$ cat src/rtl/conv_mac.sv
// Sequential SLICE x SLICE convolution MAC: one product per cycle into a signed accumulator.
// Optional build macro CONV_MAC_RELU_EN clamps negative sums to zero on the result port.
module conv_mac #(
    parameter int DW    = 8,
    parameter int SLICE = 3,
    parameter int ACCW  = 2*DW+4
) (
    input  logic                        clk,
    input  logic                        rst,
    input  logic                        in_valid,
    output logic                        in_ready,
    input  logic [SLICE*SLICE*DW-1:0]   win_data,
    input  logic                        wload,
    input  logic [SLICE*SLICE*DW-1:0]   kdata,
    output logic                        busy,
    output logic                        out_valid,
    input  logic                        out_ready,
    output logic [ACCW-1:0]             result
);

    localparam int N    = SLICE*SLICE;
    localparam int IDXW = (N > 1) ? $clog2(N) : 1;

    localparam logic [1:0] S_IDLE = 2'd0;
    localparam logic [1:0] S_MAC  = 2'd1;
    localparam logic [1:0] S_OUT  = 2'd2;

    logic [1:0]               state_q, state_d;
    logic [IDXW-1:0]          idx_q, idx_d;
    logic signed [ACCW-1:0]   acc_q, acc_d;
    logic [N*DW-1:0]          win_q, win_d;
    logic [N*DW-1:0]          wgt_q, wgt_d;

    logic signed [DW-1:0]     w_e, x_e;
    logic signed [2*DW-1:0]   w_ext, x_ext, prod;
    logic signed [ACCW-1:0]   prod_ext;

    function automatic logic signed [ACCW-1:0] sext_prod(input logic signed [2*DW-1:0] p);
        return {{(ACCW-2*DW){p[2*DW-1]}}, p};
    endfunction

    function automatic logic [ACCW-1:0] post_act(input logic signed [ACCW-1:0] s);
`ifdef CONV_MAC_RELU_EN
        return s[ACCW-1] ? '0 : s;
`else
        return s;
`endif
    endfunction

    // Element select and signed DW x DW product; low 2*DW bits of the widened product are exact.
    always_comb begin
        w_e      = wgt_q[DW*int'(idx_q) +: DW];
        x_e      = win_q[DW*int'(idx_q) +: DW];
        w_ext    = {{DW{w_e[DW-1]}}, w_e};
        x_ext    = {{DW{x_e[DW-1]}}, x_e};
        prod     = w_ext * x_ext;
        prod_ext = sext_prod(prod);
    end

    always_comb begin
        state_d = state_q;
        idx_d   = idx_q;
        acc_d   = acc_q;
        win_d   = win_q;
        wgt_d   = wgt_q;
        case (state_q)
            S_IDLE: begin
                // Kernel load wins over a simultaneous window offer.
                if (wload) begin
                    wgt_d = kdata;
                end else if (in_valid) begin
                    win_d   = win_data;
                    acc_d   = '0;
                    idx_d   = '0;
                    state_d = S_MAC;
                end
            end
            S_MAC: begin
                acc_d = acc_q + prod_ext;
                if (idx_q == IDXW'(N-1)) begin
                    idx_d   = '0;
                    state_d = S_OUT;
                end else begin
                    idx_d = idx_q + IDXW'(1);
                end
            end
            S_OUT: begin
                if (out_ready) begin
                    state_d = S_IDLE;
                end
            end
            default: state_d = S_IDLE;
        endcase
    end

    always_ff @(posedge clk or negedge rst) begin
        if (!rst) begin
            state_q <= S_IDLE;
            idx_q   <= '0;
            acc_q   <= '0;
            win_q   <= '0;
            wgt_q   <= '0;
        end else begin
            state_q <= state_d;
            idx_q   <= idx_d;
            acc_q   <= acc_d;
            win_q   <= win_d;
            wgt_q   <= wgt_d;
        end
    end

    assign in_ready  = rst && (state_q == S_IDLE) && !wload;
    assign busy      = (state_q == S_MAC) || (state_q == S_OUT);
    assign out_valid = (state_q == S_OUT);
    assign result    = post_act(acc_q);

endmodule

$ cat config.mk
export PLATFORM = sky130hd
export DESIGN_NAME = conv_mac
export DESIGN_NICKNAME = d
export VERILOG_FILES = /design/src/rtl/conv_mac.sv
export SDC_FILE = /design/constraint.sdc
export NUM_CORES = 1
export LEC_CHECK = 0
export CAP_MARGIN = 25
export CORE_ASPECT_RATIO = 1.75
export CORE_MARGIN = 2
export CORE_UTILIZATION = 50
export DETAILED_ROUTE_END_ITERATION = 10
export PLACE_DENSITY = 0.84
export SKIP_CTS_REPAIR_TIMING = 1
export SYNTH_ARGS = -nofsm -noshare
export SYNTH_HDL_FRONTEND = slang
export SYNTH_SLANG_ARGS = --single-unit
$ cat constraint.sdc
create_clock -name clk -period 7.7 [get_ports clk]
set_input_delay 2.31 -clock clk [delete_from_list [all_inputs] [get_ports clk]]
set_output_delay 2.31 -clock clk [all_outputs]
set_load 0.005 [all_outputs]
# --- After elaboration in Yosys (flattened, before gate mapping) ---
# Cells that the tools add are included.
word_totals:
  output_inout_bits: 23
  in_bits: 149
  elab_cells: 40
  register_bits: 170
op_classes:
  n_shift: 2
  reduce_logical: 10
  mux: 12
  addsub: 2
  n_mul: 1
  n_eq_ne: 7
  bitwise: 1
ops:
  columns: ["cell", "count"]
  rows:
  - ["$shiftx 72x8->8", 2]
  - ["$mux 20", 2]
  - ["$pmux 20 s2", 1]
  - ["$add 20x16->20", 1]
  - ["$mul 8x8->16", 1]
  - ["$mux 4", 3]
  - ["$mux 2", 4]
  - ["$pmux 4 s2", 1]
  - ["$ne 2x2->1 const B", 3]
  - ["$pmux 2 s3", 1]
  - ["$reduce_and 3->1", 2]
  - ["$add 4x1->4 const B", 1]
  - ["$eq 4x4->1 const B", 1]
  - ["$reduce_and 4->1", 1]
  - ["$eq 2x1->1 const B", 1]
  - ["$eq 2x2->1 const B", 1]
  - ["$logic_and 1x1->1", 2]
  - ["$logic_not 2->1", 1]
  - ["$ne 2x1->1 const B", 1]
  - ["$reduce_and 2->1", 1]
  - ["$reduce_bool 2->1", 1]
  - ["$logic_not 1->1", 1]
  - ["$logic_or 1x1->1", 1]
  - ["$not 1->1", 1]

# --- Depth between registers and ports, before layout ---
# Gate-level depths: netlist of the first run.
depth:
  word_depth: 4
  mapped_depth: 24
  depth_no_buf: 22

# --- Worst setup path before layout of the first run ---
# OpenSTA, ideal clock, no wires.
synth_timing:
  kind: "register to register"
  from: "register idx_q[0]"
  to: "register acc_q[12] (netlist: result[12])"
  setup_slack_ns: 1.205
  path_buffers: 1
  setup_time_ns: 0.122
  t_required_ns: 7.578
  t_arrival_ns: 6.373
  stages_incl_launch_ff: 21
  synth_period_minus_slack_ns: 6.495
  cell_sequence: "dfrtp_1 > buf_6 > nor4b_4 > nand2_1 > o21ai_2 > inv_1 > nor2_1 > inv_1 > fa_1 > inv_1 > fa_1 > fa_1 > fa_1 > fa_1 > ha_1 > o211ai_1 > a21o_1 > a21boi_0 > o21a_1 > or3_1 > a32o_1"
synth_between:
  elab_chain_len: 4
  elab_cells_between_ends: 5
  classes_between: "add/sub: 1; mul: 1; shift: 2; mux: 1"
synth_lines:
  columns: ["item", "line_no", "text"]
  rows:
  - ["start: declaration", "29", "logic [IDXW-1:0] idx_q, idx_d;"]
  - ["start signal: assignment", "105", "idx_q <= idx_d;"]
  - ["$shiftx 72x8->8 (on tied branches)", "52, 53", null]
  - ["$mul 8x8->16 (*)", "56", "prod = w_ext * x_ext;"]
  - ["$add 20x16->20 (*)", "79", "acc_d = acc_q + prod_ext;"]
  - ["$pmux 20 s2 (*)", "66", "case (state_q)"]
  - ["end signal: assignment", "100", "acc_q <= '0;"]
  - ["end signal: assignment", "106", "acc_q <= acc_d;"]
  - ["end: declaration", "30", "logic signed [ACCW-1:0] acc_q, acc_d;"]
# Every way passes the cells marked *; elsewhere a longest branch is shown, timed or not.
# A chain may end at the register's enable or synchronous reset.

# --- Worst setup path in the final report of the first run ---
layout_timing:
  from: "register idx_q[0]"
  to: "register acc_q[18] (netlist: result[18])"
# Same word-level chain as after synthesis.

==> results.json, run 1 <==
{
  "maxSlewViolCount": 0,
  "synth_edf_count": 0,
  "synth_cell_types": 49,
  "synth_nets": 1187,
  "synth-seq-cells": 170,
  "finalSetupTns_ns": 0,
  "maxCapViolCount": 0,
  "crit_path_end_kind": "flop",
  "n_antenna_cell": 0,
  "syn_area_um2": 11260,
  "die_h_um": 202.5,
  "grt_pass1_vias": 8307,
  "synth_top_area_frac": 0.3778,
  "syn2layout_area_growth_pct": 23.07,
  "drtIter0Drc": 416,
  "nNetsFinal": 1354,
  "route.vias.total": 7467,
  "synth_area_leaders": "dfrtp_1 (38%), fa_1 (16%), mux2_2 (15%)",
  "clk_latency_ns": 0.44,
  "finalHoldViolCount": 0,
  "ioPinCount": 172,
  "root_buffer": "clkbuf_16",
  "cts_made_buffers": 17,
  "rsz0062_at_grt": "false",
  "setup.worst_path.start_class": "flop",
  "nFillCells": 1646,
  "multi_input_area_um2": 6420,
  "yosys_warnings": 0,
  "syn-mean-instance-area_um2": 12.53,
  "ys_async_sr_fraction": 1.000,
  "io_buffers": 171,
  "synthCells": 899,
  "die_area_um2": 23790,
  "clock_skew_ns": 0.01202,
  "crit_fanout": 23,
  "fin_crit_sh": 0.8616,
  "cp.required_ns": 7.99,
  "setup_viol": 0,
  "design.core.area_um2": 22070,
  "rows": 72,
  "criticalPathCategory": "flop to flop",
  "yosysSeqAreaShare": 0.3778,
  "status": "complete, no violations",
  "yosys_most_used_dff": "dfrtp_1",
  "place_hpwl_um": 20950,
  "grt_first_pass_wirelength_um": 42540,
  "drc": 0,
  "cts_tree": "built",
  "clk_path_buf_depth": 2,
  "fmax_mhz": 150.7,
  "die_w_um": 117.4,
  "fin_crit_ns": 6.634,
  "initial_utilization": 0.5102,
  "track_usage": 0.2327,
  "wl_per_cell_um": 19.38,
  "path_clk_slew_ns": 0.07,
  "antenna_found_initial": 0,
  "hold_class": "flop to flop",
  "grt_max_degree": 79,
  "htree_levels": 4,
  "worstMarginPinSlew_ns": 0.9366,
  "wirelength_um": 26630,
  "yosys.area.top_type": "dfrtp_1",
  "critical_path_arrival_ns": 6.93,
  "final-seq-area_um2": 4257,
  "timing.slew.headroom": 0.3756,
  "grt_remaining_overflow": 0,
  "layout-drive-gt1-share": 0.2106,
  "gp_congestion": 0.8969,
  "firstDrtPassIters": 5,
  "ant_nets": 0,
  "vias_per_cell": 5.434,
  "cts.sinks": 170
}
## path summary, 6_finish.rpt
path / end / cells after the start / slack (ns) / from
worst max register to register: result[18] / 20 / 1.07 / idx_q[0]
worst max-delay path: result[18] / 20 / 1.07 / idx_q[0]
max in group asynchronous: idx_q[0] / 2 / 4.74 / rst
worst min-delay path: wgt_q[0] / 1 / 0.50 / wgt_q[0]
worst min register to register: wgt_q[0] / 1 / 0.50 / wgt_q[0]
min in group asynchronous: win_q[27] / 1 / 1.72 / rst
## cells by family after synthesis
kind of cell | synth area share
xor gates and xnor gates | 0.01244
buffers and inverters | 0.05278
and+or+nand+nor | 0.06433
adders and majority gates | 0.2131
muxes | 0.2212
DFF | 0.3778
AOI/OAI and AO/OA | 0.05833
## cell usage after synthesis, types with 6 or more instances
cell,instances
dfrtp_1,170
mux2_2,145
inv_1,107
fa_1,88
nand2_1,64
ha_1,51
nor2_1,41
o21ai_0,24
a21oi_1,23
mux4_1,18
buf_2,16
nand2b_1,16
mux4_2,14
nor2b_1,11
xnor2_1,11
clkbuf_1,10
mux2i_1,7
a21oi_2,6
a21oi_4,6
a22o_1,6
nand3_1,6
## per-layer routing
layer  GRT usage  part of all wire  up-vias
met5           0                 0        -
met4      0.1295             0.054        0
met3     0.04157             0.038       81
met2      0.4363              0.56      235
met1      0.2435              0.35     3779
li1            -                 -     3372
## state kept, by name, summed over array words and instances, names as in the netlist
name     flops
idx_q        4
result      20
state_q      2
wgt_q       72
win_q       72
## layout make-up
class,instances,share of cell area
sequential,170,0.3072
tap,296,0.02672
inverter,108,0.02925
multi-input combinational,588,0.4633
timing repair buffer,181,0.1314
clock buffer,17,0.03070
clock inverter,14,0.01156
## stage by stage
stage | instances | hold slack [ns] | area [µm²] | setup WS [ns] | utilization
finish | 1374 | 0.4990 | 13860 | 1.066 | 0.6279
global route | 1374 | 0.5173 | 13860 | 0.6905 | 0.6279
CTS | 1373 | 0.5011 | 13830 | 1.029 | 0.6266
detailed placement | 1342 | 0.4858 | 13250 | 1.027 | 0.6001
global placement | 1342 | 0.4792 | 13250 | 1.215 | 0.6001
floorplan | 899 | 0.4703 | 11260 | 1.205 | -
## cell usage in the layout, fill, tap and decap left out, types with 4 or more instances in the layout
master           synthesis  layout
a21oi_1                 23      23
fa_1                    88      88
or2_2                    5       5
xnor2_1                 11      11
o21ai_0                 24      24
o211ai_1                 4       4
inv_6                    0       7
mux4_1                  18      18
a22o_1                   6       6
nor2_1                  41      41
buf_4                    0       8
a21oi_2                  6       6
clkdlybuf4s50_1          0     170
dfrtp_1                170     168
a21oi_4                  6       6
ha_1                    51      51
mux4_2                  14      14
mux2i_1                  7       7
mux2_2                 145     145
clkbuf_16                0      17
xor2_1                   5       5
nand2_1                 64      63
nor2b_1                 11      11
inv_1                  107     107
nand3_1                  6       6
nand2b_1                16      16
## worst max-delay path, stage by stage (launching register included)
cell	delay (ns)
dfrtp_2	0.83
buf_4	0.39
mux4_2	0.53
nand2_1	0.08
a21oi_1	0.10
a21oi_2	0.27
nor2_1	0.11
fa_1	0.55
inv_1	0.05
fa_1	0.53
inv_1	0.05
fa_1	0.49
fa_1	0.45
fa_1	0.49
ha_1	0.36
o211ai_1	0.20
a21o_1	0.15
nand3_1	0.14
a311oi_1	0.36
mux2i_1	0.24
o211ai_1	0.11
Power of run 1 is not shown: default switching activity piles up to over one toggle a cycle in this logic, so the estimate is an artifact.
==> run 2: changes to the inputs <==
--- a/config.mk
+++ b/config.mk
@@ -6,7 +6,7 @@
 export NUM_CORES = 1
 export LEC_CHECK = 0
 export CAP_MARGIN = 25
-export CORE_ASPECT_RATIO = 1.75
+export CORE_ASPECT_RATIO = 0.75
 export CORE_MARGIN = 2
 export CORE_UTILIZATION = 50
 export DETAILED_ROUTE_END_ITERATION = 10
==> run 2 against run 1 <==
Cell count barely moved. Via count increased by 0.17%. First-iteration DRC count up 18%. Wire length decreased by 3.2%. Highest routed layer unchanged. Maximum frequency down 2.4%. Sequential share of layout area about the same.
==> results.json, run 2 (synthesis results as in run 1) <==
{
  "drtIter0Drc": 490,
  "design.core.area_um2": 22110,
  "place_hpwl_um": 19490,
  "antenna_found_initial": 1,
  "io_buffers": 171,
  "holdWs_ns": 0.5017,
  "criticalPathCategory": "flop to flop",
  "die_area_um2": 23750,
  "vias_per_cell": 5.440,
  "setup.worst_path.start_class": "flop",
  "layout-drive-gt1-share": 0.2120,
  "ioPinCount": 172,
  "fin_crit_ns": 6.796,
  "root_buffer": "clkbuf_16",
  "die_h_um": 134.0,
  "cts.sinks": 170,
  "dp_cells": 1341,
  "initial_utilization": 0.5093,
  "critical_path_arrival_ns": 7.08,
  "timing.slew.headroom": 0.3286,
  "clk_latency_ns": 0.44,
  "finalSetupTns_ns": 0,
  "nNetsFinal": 1355,
  "grt_first_pass_wirelength_um": 42240,
  "crit_path_end_kind": "flop",
  "rows": 47,
  "wirelength_um": 25780,
  "nFillCells": 1716,
  "crit_fanout": 19,
  "worstMarginPinSlew_ns": 1.007,
  "ant_nets": 0,
  "layout_commonest_cell": "clkdlybuf4s50_1",
  "multi_input_area_um2": 6422,
  "grt_max_degree": 77,
  "track_usage": 0.2306,
  "clk_path_buf_depth": 2,
  "die_w_um": 177.3,
  "finalHoldViolCount": 0,
  "cts_tree": "built",
  "final_util": 0.6274,
  "path_clk_slew_ns": 0.07,
  "hold_class": "flop to flop",
  "fmax_mhz": 147.1,
  "cts_made_buffers": 17,
  "grt_pass1_vias": 8160,
  "final_cells": 1375,
  "grt_remaining_overflow": 0,
  "wl_per_cell_um": 18.75,
  "setup_viol": 0,
  "syn2layout_area_growth_pct": 23.20,
  "drc": 0,
  "firstDrtPassIters": 5,
  "route.vias.total": 7480,
  "clock_skew_ns": 0.01655,
  "final-seq-area_um2": 4257,
  "status": "complete, no violations",
  "maxSlewViolCount": 0,
  "fin_crit_sh": 0.8827,
  "maxCapViolCount": 0,
  "htree_levels": 4,
  "rsz0062_at_grt": "false",
  "gp_congestion": 0.8934,
  "cp.required_ns": 7.99,
  "final_cell_mix": "clkdlybuf4s50_1 (170), dfrtp_1 (168), mux2_2 (145)"
}
## run 2: worst max-delay path, cell delays in order (launching register included)
cell	delay, ns
dfrtp_2	0.70
buf_4	0.44
mux4_1	0.61
nand2_1	0.09
a21oi_1	0.09
a21oi_2	0.31
nor2_1	0.22
buf_4	0.25
fa_1	0.51
inv_1	0.06
fa_1	0.48
fa_1	0.56
inv_1	0.05
fa_1	0.46
ha_1	0.30
ha_1	0.24
or3_1	0.41
nand2_1	0.08
a21oi_1	0.04
a311oi_1	0.39
mux2i_1	0.24
o211ai_1	0.11
## run 2: final timing paths
| check | start | to | slack, ns | cells past startpoint |
|---|---|---|---|---|
| setup / recovery | idx_q[0] | result[18] | 0.90 | 21 |
| hold / removal | wgt_q[54] | wgt_q[54] | 0.50 | 1 |
| setup reg to reg | idx_q[0] | result[18] | 0.90 | 21 |
| hold reg to reg | wgt_q[54] | wgt_q[54] | 0.50 | 1 |
| max in group asynchronous | rst | win_q[9] | 4.34 | 4 |
| min in group asynchronous | rst | wgt_q[42] | 1.75 | 1 |
## run 2: area by class of cell
class,count,area share
timing repair buffer,182,0.1309
inverter,108,0.02922
clock buffer,17,0.03066
antenna,1,0.0001804
multi-input combinational,588,0.4629
sequential,170,0.3068
clock inverter,15,0.01281
tap,294,0.02652
## run 2: routing by layer
layer  vias to the layer above  wire, µm  global-route usage  share of wire
met5                         -         0                   0              0
met4                         0       448             0.06148          0.017
met3                        35      1802             0.05981          0.070
met2                       243     12340              0.3746           0.48
met1                      3822     11190              0.3105           0.43
li1                       3380         -                   -              -
## run 2: through the flow
stage	instance area, µm²	worst slack [ns]
6_report	13870	0.9036
3_5_place_dp	13240	0.8976
2_1_floorplan	11260	1.205
4_1_cts	13840	0.8621
3_3_place_gp	13240	1.113
5_1_grt	13870	0.5368
Power of run 2 is left out for the same reason.
==> run 3: changes to the inputs <==
--- a/config.mk
+++ b/config.mk
@@ -9,6 +9,7 @@
 export CORE_ASPECT_RATIO = 0.75
 export CORE_MARGIN = 2
 export CORE_UTILIZATION = 50
+export CTS_CLUSTER_DIAMETER = 30
 export DETAILED_ROUTE_END_ITERATION = 10
 export PLACE_DENSITY = 0.84
 export SKIP_CTS_REPAIR_TIMING = 1
==> results of run 3 <==
The final DEF is identical to that of run 2; final timing and power are the same.
Power of run 3 is left out for the same reason.
